[src/rtl/mem_stage_pkg.sv]
// Shared constants for the MEM stage: load/store op codes, FSM encodings,
// exception bit positions and the alignment rule used by both the FSM and datapath.
package mem_stage_pkg;

  localparam logic [7:0] EXE_LB_OP  = 8'b1110_0000;
  localparam logic [7:0] EXE_LH_OP  = 8'b1110_0001;
  localparam logic [7:0] EXE_LW_OP  = 8'b1110_0011;
  localparam logic [7:0] EXE_LBU_OP = 8'b1110_0100;
  localparam logic [7:0] EXE_LHU_OP = 8'b1110_0101;
  localparam logic [7:0] EXE_SB_OP  = 8'b1110_1000;
  localparam logic [7:0] EXE_SH_OP  = 8'b1110_1001;
  localparam logic [7:0] EXE_SW_OP  = 8'b1110_1011;

  localparam logic [1:0] MEM_IDLE = 2'd0;
  localparam logic [1:0] MEM_REQ  = 2'd1;
  localparam logic [1:0] MEM_WAIT = 2'd2;
  localparam logic [1:0] MEM_DONE = 2'd3;

  localparam int EXC_ADEL = 0;
  localparam int EXC_ADES = 1;

  // Halfword ops need an even address, word ops a 4-byte aligned one.
  function automatic logic misaligned(input logic [7:0] op, input logic [1:0] addr_lo);
    logic m;
    m = 1'b0;
    case (op)
      EXE_LH_OP, EXE_LHU_OP, EXE_SH_OP: m = addr_lo[0];
      EXE_LW_OP, EXE_SW_OP:             m = (addr_lo != 2'b00);
      default:                          m = 1'b0;
    endcase
    return m;
  endfunction

endpackage

[src/rtl/mem_stage_align.sv]
// Combinational byte-lane logic: store strobes/replicated data, address
// error flags and little-endian load extraction with sign/zero extension.
module mem_align
  import mem_stage_pkg::*;
(
  input  logic [7:0]  op,
  input  logic [1:0]  addr_lo,
  input  logic        mem_read,
  input  logic        mem_write,
  input  logic [31:0] store_data,
  input  logic [31:0] load_word,
  output logic [3:0]  wstrb,
  output logic [31:0] wdata,
  output logic [1:0]  exc,
  output logic [31:0] load_value
);

  logic       mis;
  logic [7:0] lane_byte;
  logic [15:0] lane_half;

  assign mis = misaligned(op, addr_lo);

  always_comb begin
    exc = 2'b00;
    exc[EXC_ADEL] = mem_read && mis;
    exc[EXC_ADES] = mem_write && mis;
  end

  always_comb begin
    wstrb = 4'b0000;
    wdata = store_data;
    case (op)
      EXE_SB_OP: begin
        wstrb = 4'b0001 << addr_lo;
        wdata = {4{store_data[7:0]}};
      end
      EXE_SH_OP: begin
        wstrb = addr_lo[1] ? 4'b1100 : 4'b0011;
        wdata = {2{store_data[15:0]}};
      end
      EXE_SW_OP: wstrb = 4'b1111;
      default:   wstrb = 4'b0000;
    endcase
    // Loads and non-memory ops never drive byte enables.
    if (!mem_write) wstrb = 4'b0000;
  end

  always_comb begin
    case (addr_lo)
      2'd0:    lane_byte = load_word[7:0];
      2'd1:    lane_byte = load_word[15:8];
      2'd2:    lane_byte = load_word[23:16];
      default: lane_byte = load_word[31:24];
    endcase
    lane_half = addr_lo[1] ? load_word[31:16] : load_word[15:0];
  end

  always_comb begin
    case (op)
      EXE_LB_OP:  load_value = {{24{lane_byte[7]}}, lane_byte};
      EXE_LBU_OP: load_value = {24'd0, lane_byte};
      EXE_LH_OP:  load_value = {{16{lane_half[15]}}, lane_half};
      EXE_LHU_OP: load_value = {16'd0, lane_half};
      default:    load_value = load_word;
    endcase
  end

endmodule

[src/rtl/mem_stage.sv]
// MEM pipeline stage: input register, request/ack bus FSM and load data
// register; stalls upstream while a transfer is outstanding.
module mem_stage
  import mem_stage_pkg::*;
#(
  parameter int ADDR_W = 32,
  parameter int DATA_W = 32
) (
  input  logic              clk,
  input  logic              rst,
  input  logic              stall_in,
  input  logic [7:0]        aluop_in,
  input  logic [31:0]       alu_result_in,
  input  logic [ADDR_W-1:0] mem_addr_in,
  input  logic [DATA_W-1:0] store_data_in,
  input  logic              mem_read_in,
  input  logic              mem_write_in,
  input  logic              mem_to_reg_in,
  input  logic              reg_write_in,
  input  logic [4:0]        write_reg_in,
  input  logic [31:0]       inst_in,
  output logic              data_req,
  output logic              data_wr,
  output logic [3:0]        data_wstrb,
  output logic [ADDR_W-1:0] data_addr,
  output logic [DATA_W-1:0] data_wdata,
  input  logic              data_addr_ok,
  input  logic              data_data_ok,
  input  logic [DATA_W-1:0] data_rdata,
  output logic [31:0]       wb_result,
  output logic [4:0]        wb_waddr,
  output logic              wb_we,
  output logic [31:0]       inst_out,
  output logic              mem_stall,
  output logic              adel,
  output logic              ades,
  output logic [ADDR_W-1:0] bad_vaddr
);

  logic [1:0]        state, state_next;
  logic              advance, start;
  logic [7:0]        aluop_q;
  logic [31:0]       alu_result_q;
  logic [ADDR_W-1:0] addr_q;
  logic [DATA_W-1:0] store_data_q;
  logic              mem_read_q, mem_write_q, mem_to_reg_q, reg_write_q;
  logic [4:0]        write_reg_q;
  logic [31:0]       inst_q;
  logic [DATA_W-1:0] load_data_q;
  logic [1:0]        exc;
  logic [31:0]       load_value;

  assign mem_stall = (state == MEM_REQ) || (state == MEM_WAIT);
  assign advance   = !stall_in && !mem_stall;
  assign start     = (mem_read_in || mem_write_in) && !misaligned(aluop_in, mem_addr_in[1:0]);

  always_ff @(posedge clk) begin
    if (rst) begin
      aluop_q      <= '0;
      alu_result_q <= '0;
      addr_q       <= '0;
      store_data_q <= '0;
      mem_read_q   <= 1'b0;
      mem_write_q  <= 1'b0;
      mem_to_reg_q <= 1'b0;
      reg_write_q  <= 1'b0;
      write_reg_q  <= '0;
      inst_q       <= '0;
    end else if (advance) begin
      aluop_q      <= aluop_in;
      alu_result_q <= alu_result_in;
      addr_q       <= mem_addr_in;
      store_data_q <= store_data_in;
      mem_read_q   <= mem_read_in;
      mem_write_q  <= mem_write_in;
      mem_to_reg_q <= mem_to_reg_in;
      reg_write_q  <= reg_write_in;
      write_reg_q  <= write_reg_in;
      inst_q       <= inst_in;
    end
  end

  // Bus responses outside REQ/WAIT (e.g. left over from before a reset) are dropped.
  always_comb begin
    state_next = state;
    case (state)
      MEM_REQ: begin
        if (data_addr_ok && data_data_ok) state_next = MEM_DONE;
        else if (data_addr_ok)            state_next = MEM_WAIT;
      end
      MEM_WAIT: if (data_data_ok) state_next = MEM_DONE;
      default:  if (advance) state_next = start ? MEM_REQ : MEM_IDLE;
    endcase
  end

  always_ff @(posedge clk) begin
    if (rst) state <= MEM_IDLE;
    else     state <= state_next;
  end

  always_ff @(posedge clk) begin
    if (rst)                            load_data_q <= '0;
    else if (mem_stall && data_data_ok) load_data_q <= data_rdata;
  end

  mem_align u_align (
    .op         (aluop_q),
    .addr_lo    (addr_q[1:0]),
    .mem_read   (mem_read_q),
    .mem_write  (mem_write_q),
    .store_data (store_data_q),
    .load_word  (load_data_q),
    .wstrb      (data_wstrb),
    .wdata      (data_wdata),
    .exc        (exc),
    .load_value (load_value)
  );

  assign adel      = exc[EXC_ADEL];
  assign ades      = exc[EXC_ADES];
  assign bad_vaddr = (adel || ades) ? addr_q : '0;

  assign data_req  = (state == MEM_REQ);
  assign data_wr   = mem_write_q;
  assign data_addr = addr_q;

  assign wb_result = mem_to_reg_q ? load_value : alu_result_q;
  assign wb_waddr  = write_reg_q;
  assign wb_we     = reg_write_q && !adel && !ades && !mem_stall;
  assign inst_out  = inst_q;

endmodule
[config.mk]
export PLATFORM = sky130hd
export DESIGN_NAME = mem_stage
export DESIGN_NICKNAME = d
export VERILOG_FILES = /design/src/rtl/mem_stage_pkg.sv /design/src/rtl/mem_stage_align.sv /design/src/rtl/mem_stage.sv
export SDC_FILE = /design/constraint.sdc
export NUM_CORES = 1
export LEC_CHECK = 0
export ABC_AREA = 1
export CAP_MARGIN = 20
export CORE_MARGIN = 2
export CORE_UTILIZATION = 43
export DETAILED_ROUTE_END_ITERATION = 12
export GPL_ROUTABILITY_DRIVEN = 0
export PLACE_DENSITY_LB_ADDON = 0.2
export SLEW_MARGIN = 10
export SYNTH_ARGS = -nofsm -noshare
export SYNTH_HDL_FRONTEND = slang
export SYNTH_SLANG_ARGS = --single-unit
[constraint.sdc]
create_clock -name clk -period 1.9 [get_ports clk]
set_input_delay 0.19 -clock clk [delete_from_list [all_inputs] [get_ports clk]]
set_output_delay 0.19 -clock clk [all_outputs]
set_load 0.03 [all_outputs]
==> impl_metrics.ini, run 1 <==
[job]
cap_violations = 0

[grt]
grt_max_degree = 73
grt-ovfl-total = 0
grt_usage = 0.287
grt_pass1_wl_mm = 46.9
grt_pass1_vias = 8955
antenna_found_initial = 1

[yosys]
synth.yosys.seq_area_share = 0.424
avgSynthCellArea_sq_um = 6.69
synthAdderAreaFrac = 0.00296
ys_warn_count = 0
ys_async_sr_fraction = 0
synth.net_count = 1449
syn_area_sq_um = 8460
synth_flop_cell = dfxtp_1
synth-xor-area-share = 0
synth-edff-count = 0
synth_compound_area_frac = 0.148
syn_inst = 1265
synth_mux_area_frac = 0
yosys.area_share.simple = 0.338
postSynthRegisterBits = 179
synth_cell_types = 32
synth_top_family_by_area = simple AND/OR/NAND/NOR gates

[routing]
first_pass_iters = 6
wirelength_mm = 32.9
wire_per_inst_microns = 17.3
drt_iter0_markers = 660
ant_nets = 0
routed_via_density = 5.25
vias = 9978
drc = 0

[final_layout]
n_antenna_cell = 0
multiInputGateArea_sq_um = 5170
nFillCells = 1404
regArea_sq_um = 3600
utilization = 0.757
layout-drive-gt1-share = 0.273
final_area_sq_um = 14700
final_nets = 1808
syn_to_final_growth_pct = 73.7

[timing]
period_needed_ns = 2.24
tightest_slew_ns = 0.570
hold_viol_final = 0
period_share = 1.18
max_freq_mhz = 447
setup_viol = 95
slew_viol_final = 0
setup_ws_ns = -0.339
setup_tns_ns = -25.07
max-slew-margin-rel = 0.620
finClkSkew_ns = 0.00854
rsz0062_at_grt = yes

[die]
core-area_sq_um = 19400
rows = 51
die-area_sq_um = 20800
initial_utilization = 0.436
io_pins = 357
die_h_microns = 144
die_x_microns = 144

[clocking]
cts.path.max_buffers = 2
clock_sinks = 179
numCtsBuffers = 17
root_buffer = clkbuf_16
clkTransAtPathRegs_ns = 0.07
ctsHoldBuffers = 0
cts_tree = built
worstSkewPairLatency_ns = 0.44
cts_max_level = 4

[power]
powerDensity_nw_per_um2 = 1250
ir_drop_mv = 0.860
leakagePower_nw = 5.92

[min_path]
hold_path_class = in -> reg

[setup_path]
path_class = reg -> out
path_max_fanout = 8
cp.required_ns = 1.71
crit_chain = nand2_1, nand2_1, o21ai_0, nand2_2, nand3_4, buf_12, nand2_8, nor2_1, nor2_2, buf_6
crit_path_max_incr_delay_ns = 0.41
critPathTopFamily = simple AND/OR/NAND/NOR gates
worstPathArrival_ns = 2.05
cp_common_cell = nand2_1
cp-end-kind = output port
crit_path_top_delay_cell = dfxtp_4
critical_path_buf_inv_count = 2
worstSetupStartpointType = register

[place]
dpl_cell_area_sq_um = 12300
dp_hpwl_mm = 21.1
portBuffers = 356
preCtsSetupSlack_ns = 0.0757

[status]
violations = negative setup slack
status = complete, but fails checks
-- worst register-to-register path: cells and delay by family, from the launching register on --
family | cells | cell delay (ns)
buffers and inverters | 3 | 0.52
DFF | 1 | 0.37
adders and majority gates | 1 | 0.36
and+or+nand+nor | 2 | 0.32
AOI/OAI and AO/OA | 1 | 0.06
-- power by group --
part	total [mW]	internal [mW]	switching, mW
Combinational	9.29	3.66	5.63
Sequential	5.47	4.70	0.765
Clock	3.63	1.98	1.65
-- synthesized netlist by cell type, types with 11 or more instances --
cell type  number  area, sq um
a21oi_1       135          676
clkbuf_1       58          218
buf_2          11         55.1
inv_1          75          282
o21ai_0        24          120
dfxtp_1       179         3580
a211oi_1       53          398
nand2_1       426         1600
nor2_2         22          138
nor2_1        167          627
nand3_1        51          255
-- path summary, 6_finish.rpt --
kind,cells after the start,slack (ns),startpoint,end
setup / recovery,10,-0.34,data_addr[1],wb_result[20]
hold / removal,2,0.23,rst,alu_result_q[12]
hold reg to reg,2,0.46,inst_out[26],inst_out[26]
setup reg to reg,7,0.15,state[0],alu_result_q[13]
-- cells in the final DEF, fill, tap and decap left out, types with 3 or more instances in the layout --
master,n
inv_2,9
buf_12,28
dlygate4sd2_1,4
nor2_2,56
a211oi_1,53
inv_1,67
buf_4,34
a21oi_1,129
clkbuf_16,20
nor2_4,38
nand2_1,358
o21ai_1,6
nand3_2,21
clkinv_2,3
nand4_1,6
buf_8,5
nand2_4,37
nand2_8,4
dfxtp_2,8
dfxtp_1,169
inv_6,6
or2_1,3
or2_4,3
o21ai_2,3
a21oi_2,6
o21ai_0,14
nand3_4,10
buf_6,96
nand2_2,38
nor2_1,97
inv_8,3
nand3_1,23
clkdlybuf4s50_1,255
-- stage by stage --
stage               cells  hold slack (ns)  power [mW]
floorplan            1265            0.335        10.4
global placement     1837            0.450        13.4
detailed placement   1837            0.453        13.5
CTS                  1891            0.214        17.6
global route         1901            0.240        19.3
finish               1901            0.234        18.4
-- flip-flops by register name, summed over array words and instances (netlist names) --
| name | cells |
|---|---|
| state | 2 |
| data_wr | 1 |
| mem_read_q | 1 |
| alu_result_q | 32 |
| wb_waddr | 5 |
| data_addr | 32 |
| mem_to_reg_q | 1 |
| reg_write_q | 1 |
| aluop_q | 8 |
| load_data_q | 32 |
| store_data_q | 32 |
| inst_out | 32 |
-- cell type report --
class                           instances  share of cell area
Multi-Input combinational cell        917               0.352
Sequential cell                       179               0.245
Inverter                               82              0.0225
Clock buffer                           17              0.0290
Tap cell                              265              0.0226
Timing Repair Buffer                  427               0.318
Clock inverter                         14              0.0112
-- logic make-up after synthesis --
kind of cell	after synthesis
buffers and inverters	171
flip-flops	179
AND/OR/NAND/NOR	695
adder cells (fa/ha/maj)	2
AO/OA/AOI/OAI	218
-- layer usage --
metal | part of all wire | GRT usage | vias up
met5 | 0 | 0 | -
met4 | 0.054 | 0.142 | 0
met3 | 0.096 | 0.0894 | 127
met2 | 0.47 | 0.467 | 523
met1 | 0.38 | 0.344 | 4591
li1 | - | - | 4737
-- what timing repair did --
| action | in CTS | in global routing |
|---|---|---|
| gates cloned | 4 | 3 |
| pin swaps | 42 | 50 |
| endpoints found under the hold margin | 0 | 0 |
| setup endpoints to repair | 99 | 96 |
| buffers inserted | 19 | 8 |
| resized for setup | 245 | 156 |
Note: power is estimated with default switching activity, not from simulation.
==> run 2, diff against run 1 <==
--- a/config.mk
+++ b/config.mk
@@ -8,7 +8,7 @@
 export ABC_AREA = 1
 export CAP_MARGIN = 20
 export CORE_MARGIN = 2
-export CORE_UTILIZATION = 43
+export CORE_UTILIZATION = 40
 export DETAILED_ROUTE_END_ITERATION = 12
 export GPL_ROUTABILITY_DRIVEN = 0
 export PLACE_DENSITY_LB_ADDON = 0.2
==> constraint.sdc (replaced) <==
create_clock -name clk -period 1.9 [get_ports clk]
set_input_delay 0.38 -clock clk [delete_from_list [all_inputs] [get_ports clk]]
set_output_delay 0.38 -clock clk [all_outputs]
set_load 0.03 [all_outputs]
==> run 2 against run 1 <==
- the flow still finishes with violations (negative setup slack)
- count of clock-buffer cells in the layout up 1
- die area increased by 7.3%
- flip-flop and latch count unchanged
- highest routed layer unchanged
- fmax fell by 7.8%
- final area increased by 0.11%
- largest cell class unchanged
- final cell count rose by 1.4%
- critical path depth increased by 1
==> impl_metrics.ini, run 2 (synthesis gave the netlist of run 1 again) <==
[routing]
ant_nets = 0
first_pass_iters = 5
routed_via_density = 5.07
drt_iter0_markers = 571
wire_per_inst_microns = 16.8
wirelength_mm = 32.4
drc = 0
vias = 9767

[power]
power_mw = 18.2
ir_drop_mv = 0.718
leakagePower_nw = 5.96
powerDensity_nw_per_um2 = 1240

[setup_path]
rr_startpoint = state[0]
worstSetupStartpointType = register
cp.required_ns = 1.52
regToRegSetupSlack_ns = 0.25
critPathTopFamily = buffers and inverters
worstPathArrival_ns = 2.05
reg2reg_depth = 7
path_depth = 11
path_class = reg -> out
crit_path_max_incr_delay_ns = 0.32
path_max_fanout = 7
cp-end-kind = output port
crit_end = data_wdata[19]
cp_common_cell = buf_6
crit_chain = inv_2, nand2_2, nor2_2, buf_6, buf_6, nand3_4, buf_6, nand2_8, nor2_1, a21oi_2, buf_6
crit_path_top_delay_cell = dfxtp_2
critical_path_buf_inv_count = 5
rr_endpoint = store_data_q[3]
cp-startpoint = aluop_q[4]

[grt]
grt_pass1_wl_mm = 47.9
antenna_found_initial = 0
grt_pass1_vias = 9206
grt_usage = 0.269
grt-ovfl-total = 0
grt_max_degree = 58

[die]
core-area_sq_um = 20900
die-area_sq_um = 22300
die_h_microns = 149
io_pins = 357
die_x_microns = 149
initial_utilization = 0.405
rows = 53

[place]
dp_hpwl_mm = 21.8
portBuffers = 356
preCtsSetupSlack_ns = -0.0945
place_inst = 1870

[final_layout]
fin_cells = 1928
final_nets = 1824
mostFrequentLayoutCell = nand2_1
final_cell_mix = 387 x nand2_1, 251 x clkdlybuf4s50_1, 170 x dfxtp_1, 128 x a21oi_1, 104 x nor2_1
layout-drive-gt1-share = 0.261
n_antenna_cell = 0
syn_to_final_growth_pct = 73.9
regArea_sq_um = 3600
nFillCells = 1675
utilization = 0.704
multiInputGateArea_sq_um = 5050

[timing]
setup_tns_ns = -40.22
rsz0062_at_grt = yes
slew_viol_final = 0
period_needed_ns = 2.43
period_share = 1.28
setup_viol = 95
max-slew-margin-rel = 0.720
hold_viol_final = 0
max_freq_mhz = 412
finClkSkew_ns = 0.0103
setup_ws_ns = -0.528
tightest_slew_ns = 0.418

[status]
status = complete, but fails checks
violations = negative setup slack

[clocking]
numCtsBuffers = 17
cts_tree = built
clkTransAtPathRegs_ns = 0.07
clock_sinks = 179
worstSkewPairLatency_ns = 0.44
root_buffer = clkbuf_16
cts.path.max_buffers = 2
cts_max_level = 4

[min_path]
hold_path_class = in -> reg

[job]
cap_violations = 0
==> run 2: area by class of cell <==
cell class | count | share of cell area
repair buffers | 442 | 0.326
well taps | 275 | 0.0234
inverters | 82 | 0.0223
multi-input cells | 918 | 0.343
clock inverters | 14 | 0.0111
clock buffers | 18 | 0.0292
flip-flops and latches | 179 | 0.245
==> run 2: metal layers <==
layer	vias to the layer above	wire, microns	track usage
li1	4781	-	-
met1	4453	13200	0.341
met2	446	15100	0.435
met3	87	2890	0.0805
met4	0	1190	0.0986
met5	-	0	0
==> run 2: what timing repair did <==
item / in CTS / in global routing
setup endpoints to repair: 102 / 99
resized for setup: 174 / 114
hold buffers: 0 / 0
buffers inserted: 13 / 7
gates cloned: 5 / 3
pin swaps: 33 / 43
==> run 2: per-stage QoR <==
step | hold slack [ns] | area, sq um
floorplan | 0.445 | 8750
global placement | 0.449 | 12800
detailed placement | 0.453 | 12800
CTS | 0.281 | 14200
global route | 0.315 | 14700
finish | 0.296 | 14700
==> run 2: worst min path at each step <==
| stage | from | end | slack [ns] | cells after the start |
|---|---|---|---|---|
| CTS | rst | alu_result_q[15] | 0.28 | 2 |
| global route | rst | store_data_q[28] | 0.31 | 2 |
| floorplan | alu_result_q[16] | alu_result_q[16] | 0.45 | 2 |
| detailed placement | inst_out[26] | inst_out[26] | 0.45 | 2 |
| finish | rst | alu_result_q[15] | 0.30 | 2 |
| global placement | inst_out[8] | inst_out[8] | 0.45 | 2 |
==> run 2: power by group <==
group	internal (mW)	leakage (nW)	switching (mW)	total, mW
Combinational	3.70	4.20	5.57	9.26
Sequential	4.70	1.48	0.665	5.37
Clock	1.88	0.286	1.71	3.59
